**src/rtl/instr_sequencer.sv**
```systemverilog
// instr_sequencer: FIFO-buffered instruction issue to the TPU control unit.
// Pops one host word per cycle onto a registered bus and holds the bus at an
// idle STORE word for the compute window that follows a START.
// Optional feature macro: SEQ_PERF_EN (issue / stall performance counters).
module instr_sequencer #(
    parameter int DEPTH          = 8,
    parameter int COMPUTE_CYCLES = 11
) (
    input  logic                       clk,
    input  logic                       rst_n,
    input  logic [15:0]                host_instr,
    input  logic                       host_valid,
    output logic                       host_ready,
    input  logic                       abort,
    output logic [15:0]                ctrl_instr,
    output logic                       issue_valid,
    output logic                       busy,
    output logic                       done,
`ifdef SEQ_PERF_EN
    output logic [15:0]                perf_issued,
    output logic [15:0]                perf_stall,
`endif
    output logic [$clog2(DEPTH):0]     fifo_count
);

    localparam int AW = $clog2(DEPTH);
    localparam int CW = AW + 1;
    localparam int KW = $clog2(COMPUTE_CYCLES + 1);

    localparam logic [1:0]  OP_START = 2'b00;
    localparam logic [1:0]  OP_STORE = 2'b11;
    localparam logic [15:0] STOP_WORD = 16'h4000;

    typedef enum logic {RUN, COMPUTE} state_t;

    state_t          state, state_next;
    logic [KW-1:0]   cnt, cnt_next;
    logic [15:0]     mem [DEPTH];
    logic [AW-1:0]   wr_ptr, rd_ptr;
    logic [1:0]      last_row, last_col;
    logic [15:0]     head, idle_word, ctrl_next;
    logic            push, pop, empty;
    logic            iv_next, busy_next, done_next;

    assign head       = mem[rd_ptr];
    assign empty      = (fifo_count == '0);
    assign host_ready = (fifo_count != CW'(DEPTH));
    assign push       = host_valid & host_ready;
    // Idle word re-selects the last STORE target so the array output mux stays put.
    assign idle_word  = {OP_STORE, 2'b00, last_row, last_col, 8'h00};

    // FIFO storage; contents need no reset because occupancy gates every read.
    always_ff @(posedge clk) begin
        if (push) mem[wr_ptr] <= host_instr;
    end

    // FIFO pointers, occupancy and sticky STORE row/col.
    always_ff @(posedge clk) begin
        if (!rst_n) begin
            wr_ptr     <= '0;
            rd_ptr     <= '0;
            fifo_count <= '0;
            last_row   <= 2'b00;
            last_col   <= 2'b00;
        end else begin
            if (push) wr_ptr <= wr_ptr + AW'(1);
            if (pop)  rd_ptr <= rd_ptr + AW'(1);
            case ({push, pop})
                2'b10:   fifo_count <= fifo_count + CW'(1);
                2'b01:   fifo_count <= fifo_count - CW'(1);
                default: fifo_count <= fifo_count;
            endcase
            if (pop && head[15:14] == OP_STORE) begin
                last_row <= head[11:10];
                last_col <= head[9:8];
            end
        end
    end

    // Sequencer state and registered bus outputs.
    always_ff @(posedge clk) begin
        if (!rst_n) begin
            state       <= RUN;
            cnt         <= '0;
            ctrl_instr  <= 16'hC000;
            issue_valid <= 1'b0;
            busy        <= 1'b0;
            done        <= 1'b0;
        end else begin
            state       <= state_next;
            cnt         <= cnt_next;
            ctrl_instr  <= ctrl_next;
            issue_valid <= iv_next;
            busy        <= busy_next;
            done        <= done_next;
        end
    end

    // Next-state: abort dominates; the compute window ends with done and may pop in the same edge.
    always_comb begin
        state_next = state;
        cnt_next   = cnt;
        pop        = 1'b0;
        ctrl_next  = idle_word;
        iv_next    = 1'b0;
        busy_next  = busy;
        done_next  = 1'b0;
        if (abort) begin
            ctrl_next  = STOP_WORD;
            cnt_next   = '0;
            busy_next  = 1'b0;
            state_next = RUN;
        end else begin
            case (state)
                RUN: begin
                    pop = !empty;
                end
                COMPUTE: begin
                    if (cnt == '0) begin
                        state_next = RUN;
                        busy_next  = 1'b0;
                        done_next  = 1'b1;
                        pop        = !empty;
                    end else begin
                        cnt_next = cnt - KW'(1);
                    end
                end
                default: state_next = RUN;
            endcase
            if (pop) begin
                ctrl_next = head;
                iv_next   = 1'b1;
                if (head[15:14] == OP_START) begin
                    cnt_next   = KW'(COMPUTE_CYCLES);
                    state_next = COMPUTE;
                    busy_next  = 1'b1;
                end
            end
        end
    end

`ifdef SEQ_PERF_EN
    // Saturating counters: issued words and cycles with queued work held off.
    always_ff @(posedge clk) begin
        if (!rst_n) begin
            perf_issued <= '0;
            perf_stall  <= '0;
        end else begin
            if (issue_valid && perf_issued != 16'hFFFF)
                perf_issued <= perf_issued + 16'd1;
            if (!empty && (busy || abort) && perf_stall != 16'hFFFF)
                perf_stall <= perf_stall + 16'd1;
        end
    end
`endif

endmodule

```
**config.mk**
```make
export PLATFORM = sky130hd
export DESIGN_NAME = instr_sequencer
export DESIGN_NICKNAME = d
export VERILOG_FILES = /design/src/rtl/instr_sequencer.sv
export SDC_FILE = /design/constraint.sdc
export NUM_CORES = 1
export LEC_CHECK = 0
export ABC_CLOCK_PERIOD_IN_PS = 5500
export CAP_MARGIN = 30
export CORE_MARGIN = 2
export CORE_UTILIZATION = 45
export CTS_BUF_LIST = sky130_fd_sc_hd__clkbuf_4 sky130_fd_sc_hd__clkbuf_8
export CTS_CLUSTER_SIZE = 12
export DETAILED_ROUTE_END_ITERATION = 7
export PLACE_DENSITY_LB_ADDON = 0.12
export SETUP_SLACK_MARGIN = 0.05
export SLEW_MARGIN = 20
export SYNTH_ARGS = -nofsm -noshare
export SYNTH_HDL_FRONTEND = slang
export SYNTH_SLANG_ARGS = --single-unit
```
**constraint.sdc**
```tcl
create_clock -name clk -period 5.5 [get_ports clk]
set_clock_uncertainty 0.15 [all_clocks]
set_input_delay 0.55 -clock clk [delete_from_list [all_inputs] [get_ports clk]]
set_output_delay 0.55 -clock clk [all_outputs]
set_load 0.01 [all_outputs]
```
* Word-level counts from Yosys, hierarchy flattened
Memories as Yosys holds them, arrays and structs flattened. A register that Yosys moved wholly into a read port is not among the register bits.
Index checks and enable logic that the tools add are counted.
Widths: inputs -> output; s select.
** Storage, ports and cells
- Register bits after elaboration :: 38
- Memories kept :: 1
- Output and inout port bits :: 24
- Bits in latches :: 0
- Input port bits :: 20
- Memory bits (writable) :: 128
- Bits in read-only memories :: 0
** Memories
- mem :: depth 8, width 16, read ports 1, clocked after Yosys merged registers in 1, write ports 1, line 38 : logic [15:0] mem [DEPTH];
** Cells by class
- Muxes and demuxes :: 25
- Divide/modulo/power cells :: 0
- Add/subtract/negate cells :: 5
- Order comparisons :: 0
- Reductions and logical operators :: 9
- Shift operators :: 0
- Multipliers :: 0
- Eq/ne operators :: 4
- Bitwise operators :: 4
** Operators by type and width (count)
- $mux 16 :: 2
- $mux 4 :: 4
- $mux 1 :: 15
- $logic_not 4->1 :: 2
- $pmux 4 s2 :: 1
- $sub 4x1->4 const B :: 2
- $add 3x1->3 const B :: 2
- $mux 3 :: 2
- $reduce_or 3->1 :: 2
- $add 4x1->4 const B :: 1
- $eq 2x2->1 const B :: 2
- $ne 4x4->1 const B :: 1
- $not 1->1 :: 3
- $eq 2x1->1 const B :: 1
- $logic_not 2->1 :: 1
- $pmux 1 s2 :: 1
- $reduce_bool 2->1 :: 1
- $reduce_or 2->1 :: 1
- $and 1x1->1 :: 1
- $logic_and 1x1->1 :: 1
- $logic_not 1->1 :: 1

* Logic depth before layout (Yosys ltp)
- Depth in word-level cells :: 8
- Depth in mapped cells :: 11

* Least setup slack after synthesis
No wires, ideal clock.
- Kind :: flip-flop to flip-flop
- From :: register fifo_count[1]
- To :: memory mem[0][0] (enable)
- Data arrival time :: 2.651 ns
- Path slack :: 2.269 ns
- Library setup time :: 0.430 ns
- Buffers on the path :: 1
- Cell stages (with the launch flop) :: 6
- Cell sequence :: dfxtp_1 > clkbuf_1 > nor3_1 > nand2_1 > nand2_1 > nor4_1
** On the way
- Longest elaborated chain between the ends :: 4
** Ends and longest elaborated chain
- from (decl) :: line 23 : output logic [$clog2(DEPTH):0] fifo_count
- from (signal assigned) :: line 69 : 2'b10: fifo_count <= fifo_count + CW'(1);
- from (signal assigned) :: line 70 : 2'b01: fifo_count <= fifo_count - CW'(1);
- from (signal assigned) :: line 71 : default: fifo_count <= fifo_count;
- $ne 4x4->1 :: line 47 : assign host_ready = (fifo_count != CW'(DEPTH));
- via host_ready :: line 13 : output logic host_ready,
- $and 1x1->1 :: line 48 : assign push = host_valid & host_ready;
- $mux 1 :: line 54 : if (push) mem[wr_ptr] <= host_instr;
- $mux 1 (not written as such) :: line 54
- to (decl) :: line 38
The timed path passes the listed nets, and every way through them passes these cells.

* Worst setup path in the final report
- From :: register cnt[0]
- To :: register fifo_count[2]
** On the way
- Longest elaborated chain between the ends :: 7
- Elaborated cells between the ends (all ways) :: 9
- Classes of those cells :: eq/ne (2); mux (5); reduce/logical (2)
** Ends and longest elaborated chain
- from (decl) :: line 37 : logic [KW-1:0] cnt, cnt_next;
- from (signal assigned) :: line 91 : cnt <= cnt_next;
- $logic_not 4->1 * :: line 119 : if (cnt == '0) begin
- $mux 1 * :: line 119
- $pmux 1 s2 * :: line 114 : case (state)
- $mux 1 * (2 in series) :: line 108 : if (abort) begin
- via pop :: line 42 : logic push, pop, empty;
- $eq 2x1->1 / $eq 2x2->1 (equally long branches) :: line 68 : case ({push, pop})
- $pmux 4 s2 / $reduce_bool 2->1 (equally long branches)
The timed path passes the listed nets; every way through them passes the cells marked *. The select of a mux whose other input is x is not followed.
A chain may end at the register's enable or synchronous reset.

==> out/qor.log <==
[job] number of max-capacitance violations reported 0
[floorplanning] die area 0.0151 sq mm
[logic_synthesis] number of nets in the synthesized netlist 389
[sta] final critical-path share of the clock period 53.3%
[worst_setup_path] Slowest cell on crit path sky130_fd_sc_hd__or3b_4
[routing] sum of routed wire length over all layers 11.5 mm
[routing] Vias/cell 5.35
[sta] Max Clk Rate 0.341 GHz
[sta] transition time of the tightest slew-check pin 720 ps
[floorplanning] core box area 0.0139 sq mm
[placed_design] weighted congestion reported at the end of routability-driven placement 0.768
[logic_synthesis] synthesis warning total 0
[worst_setup_path] delay-heaviest family, CP simple AND/OR/NAND/NOR gates
[worst_setup_path] cell breakdown of the critical path inv_1 > ha_1 > or3b_4 > a211oi_2 > ha_1 > xor2_1 > ha_1 > a21oi_1 > xor2_1 > or3_1 > a21oi_1
[pwr] static leakage power 2.43 nW
[floorplanning] Starting Density 45.9%
[global_route] global-route wire length before repair 18.3 mm
[routing] drc violations 0
[worst_setup_path] crit start category flop
[floorplanning] die width 123 um
[floorplanning] Die Ht 123 um
[logic_synthesis] Synth Flop Type sky130_fd_sc_hd__edfxtp_1
[worst_setup_path] WP data arrival 3150 ps
[clock_network] buffer type at the clock tree root sky130_fd_sc_hd__clkbuf_8
[clock_network] maximum buffer depth of the clock tree 2
[sta] number of pins with negative max-slew slack in the final report 0
[logic_synthesis] register area share after synthesis 73.2%
[worst_setup_path] data required time at the worst endpoint 5730 ps
[logic_synthesis] average cell area after synthesis 17.6 sq um
[logic_synthesis] library cell occupying the most area in the post-synthesis netlist sky130_fd_sc_hd__edfxtp_1
[logic_synthesis] count leader, synth sky130_fd_sc_hd__edfxtp_1
[cells_and_area] ratio of cells with drive above 1 in the final layout 20.0%
[worst_setup_path] CP Capture Type flop
[sta] setup TNS after final layout 0 ps
[worst_setup_path] setup slack of the most critical reg-to-reg path 2570 ps
[clock_network] clock-pin slew of the registers on the worst-case setup and hold paths 80 ps
[logic_synthesis] count of flip-flops with a built-in enable after synthesis 128
[clock_network] total number of clock tree sinks 169
[logic_synthesis] async set-reset flop share out of synthesis 0%
[pwr] power per cell area 416 mW/mm^2
[sta] Hold Fails Final Rpt 0
[clock_network] Setup Buffers After CTS 0
[logic_synthesis] post-synth top area share 60.3%
[clock_network] CTS tree built
[sta] smallest hold slack 341 ps
[routing] Via Count 3,283
[floorplanning] number of standard-cell rows in the floorplan 43
[routing] TritonRoute pass-1 iters 4
[worst_setup_path] path type of the worst setup path flop to flop
[logic_synthesis] count of unique library cells instantiated by Yosys 37
[global_route] largest net degree at the start of global routing 31
[worst_setup_path] crit path max fanout 5
[clock_network] Hold-fix buffers, CTS 0
[worst_setup_path] biggest cell delay along the critical path 410 ps
[logic_synthesis] synthesized netlist cell count 363
[global_route] number of global-route vias before repair 3,268
[clock_network] post-CTS sizing 0
[floorplanning] Boundary Pins 44
[routing] number of DRC violations after detailed-routing iteration 0 316
[routing] number of nets with antenna violations after routing 0
[worst_setup_path] most numerous cell on the critical path sky130_fd_sc_hd__ha_1
[logic_synthesis] total standard cell area after synthesis 0.00637 sq mm
[routing] routed wire length per instance 18.8 um
[sta] worst rel slew slack 51.9%
[cells_and_area] Area growth syn-to-layout 18.1%
[cells_and_area] number of diodes added for antenna fixing 0
[placed_design] number of input and output port buffers inserted 43
[cells_and_area] number of nets in the layout 447
[min_path] class of the worst hold path flop to flop
[logic_synthesis] top cells by area, synth sky130_fd_sc_hd__edfxtp_1 (60%), sky130_fd_sc_hd__dfxtp_1 (13%), sky130_fd_sc_hd__mux4_2 (11%), sky130_fd_sc_hd__mux2i_1 (2.7%), sky130_fd_sc_hd__nor2_1 (1.6%)
[sta] Final Setup Violations 0
[worst_setup_path] sum of buffers and inverters on the critical path 1
[clock_network] number of buffers created by CTS 17
[sta] unrepaired setup endpoints after global routing false
[clock_network] clock insertion delay at the later pin of the skew report 450 ps
[logic_synthesis] synthesized flop and latch total 169
[global_route] all-layer global routing usage 17.2%
[placed_design] post-detailed-placement half-perimeter wirelength 6.62 mm
[sta] final worst path period need 2930 ps
[global_route] total overflow reported by the global router 0
[clock_network] level count of the clock H-tree 4
[logic_synthesis] top cells by instance count after synthesis sky130_fd_sc_hd__edfxtp_1 (128), sky130_fd_sc_hd__dfxtp_1 (41), sky130_fd_sc_hd__mux4_2 (30), sky130_fd_sc_hd__nor2_1 (28)
[pwr] IR drop worst, VDD 193 uV
[outcome] status finished clean
[global_route] antenna violations before repair 0
-- sequential cells by signal, summed over array words and instances (netlist names), named ones only --
register and flops:
busy 1, cnt 4, ctrl_instr 16, done 1
fifo_count 4, issue_valid 1, last_col 2, last_row 2
mem 128, rd_ptr 3, state 1, wr_ptr 3
-- cell usage in the layout, fill, tap and decap left out, drive strengths merged --
| master | n |
|---|---|
| edfxtp | 128 |
| clkdlybuf4s50 | 43 |
| dfxtp | 41 |
| mux4 | 30 |
| nor2 | 28 |
| clkbuf | 23 |
| a21oi | 18 |
| mux2i | 18 |
| nand2 | 13 |
| nor3 | 13 |
| buf | 11 |
| inv | 6 |
| xor2 | 6 |
| nand3 | 6 |
| ha | 6 |
| bufinv | 5 |
| o21ai | 4 |
| nand3b | 3 |
| o21a | 3 |
| clkinv | 3 |
| nor4 | 3 |
| a211oi | 3 |
| nor3b | 3 |
| nand2b | 2 |
| xnor2 | 2 |
| a311oi | 2 |
| mux2 | 2 |
| nor4bb | 2 |
| or3b | 1 |
| and4 | 1 |
| nand4 | 1 |
| or3 | 1 |
| o31ai | 1 |
| nand4b | 1 |
| clkinvlp | 1 |
-- path summary, 6_finish.rpt --
path,start,to,cells past startpoint
worst max-delay path,cnt[0],fifo_count[2],11
worst min-delay path,busy,busy,2
worst max register to register,cnt[0],fifo_count[2],11
worst min register to register,busy,busy,2
-- metal layers --
| layer | wire, um | up-vias | track usage (%) |
|---|---|---|---|
| li1 | - | 1530 | - |
| met1 | 5360 | 1672 | 23.5 |
| met2 | 5550 | 66 | 26.6 |
| met3 | 433 | 15 | 4.61 |
| met5 | 0 | - | 0 |
| met4 | 176 | 0 | 7.03 |
-- logic make-up (layout without fill, tap and decap cells) --
group                      count (synthesis)  in the layout  share of synthesized area, %
DFF                                      169            169                          73.2
and+or+nand+nor                           78             78                          6.24
muxes                                     50             50                          13.8
AOI/OAI and AO/OA                         31             31                          2.96
buffers and inverters                     21             92                          1.49
xor gates and xnor gates                   8              8                          1.10
adders and majority gates                  6              6                          1.18
-- tightest hold or removal path, stage by stage, from the launching register on --
cell and delay, ps:
sky130_fd_sc_hd__dfxtp_1 320, sky130_fd_sc_hd__o31ai_1 60, sky130_fd_sc_hd__a21oi_1 60
-- cell type report --
class	count	area [sq um]
Fill cell	1127	6350
Sequential cell	169	4670
Multi-Input combinational cell	173	1640
Timing Repair Buffer	54	513
Clock buffer	23	285
Tap cell	180	225
Clock inverter	9	173
Inverter	6	22.5
-- where the power goes --
part / internal (mW) / switching [mW]
clock: 0.576 / 0.420
combinational: 0.292 / 0.305
sequential: 1.48 / 0.0610
-- stage by stage --
| stage | instance area [sq um] | worst slack (ps) | utilization [%] | std cells | total power, mW |
|---|---|---|---|---|---|
| global route | 7530 | 2340 | 54.2 | 614 | 3.29 |
| CTS | 7530 | 2560 | 54.2 | 614 | 3.17 |
| global placement | 7070 | 2600 | 50.9 | 582 | 2.16 |
| detailed placement | 7070 | 2530 | 50.9 | 582 | 2.17 |
| finish | 7530 | 2570 | 54.2 | 614 | 3.13 |
| floorplan | 6370 | 2270 | - | 363 | 1.96 |
No activity file was read; power rests on OpenSTA's default activity.
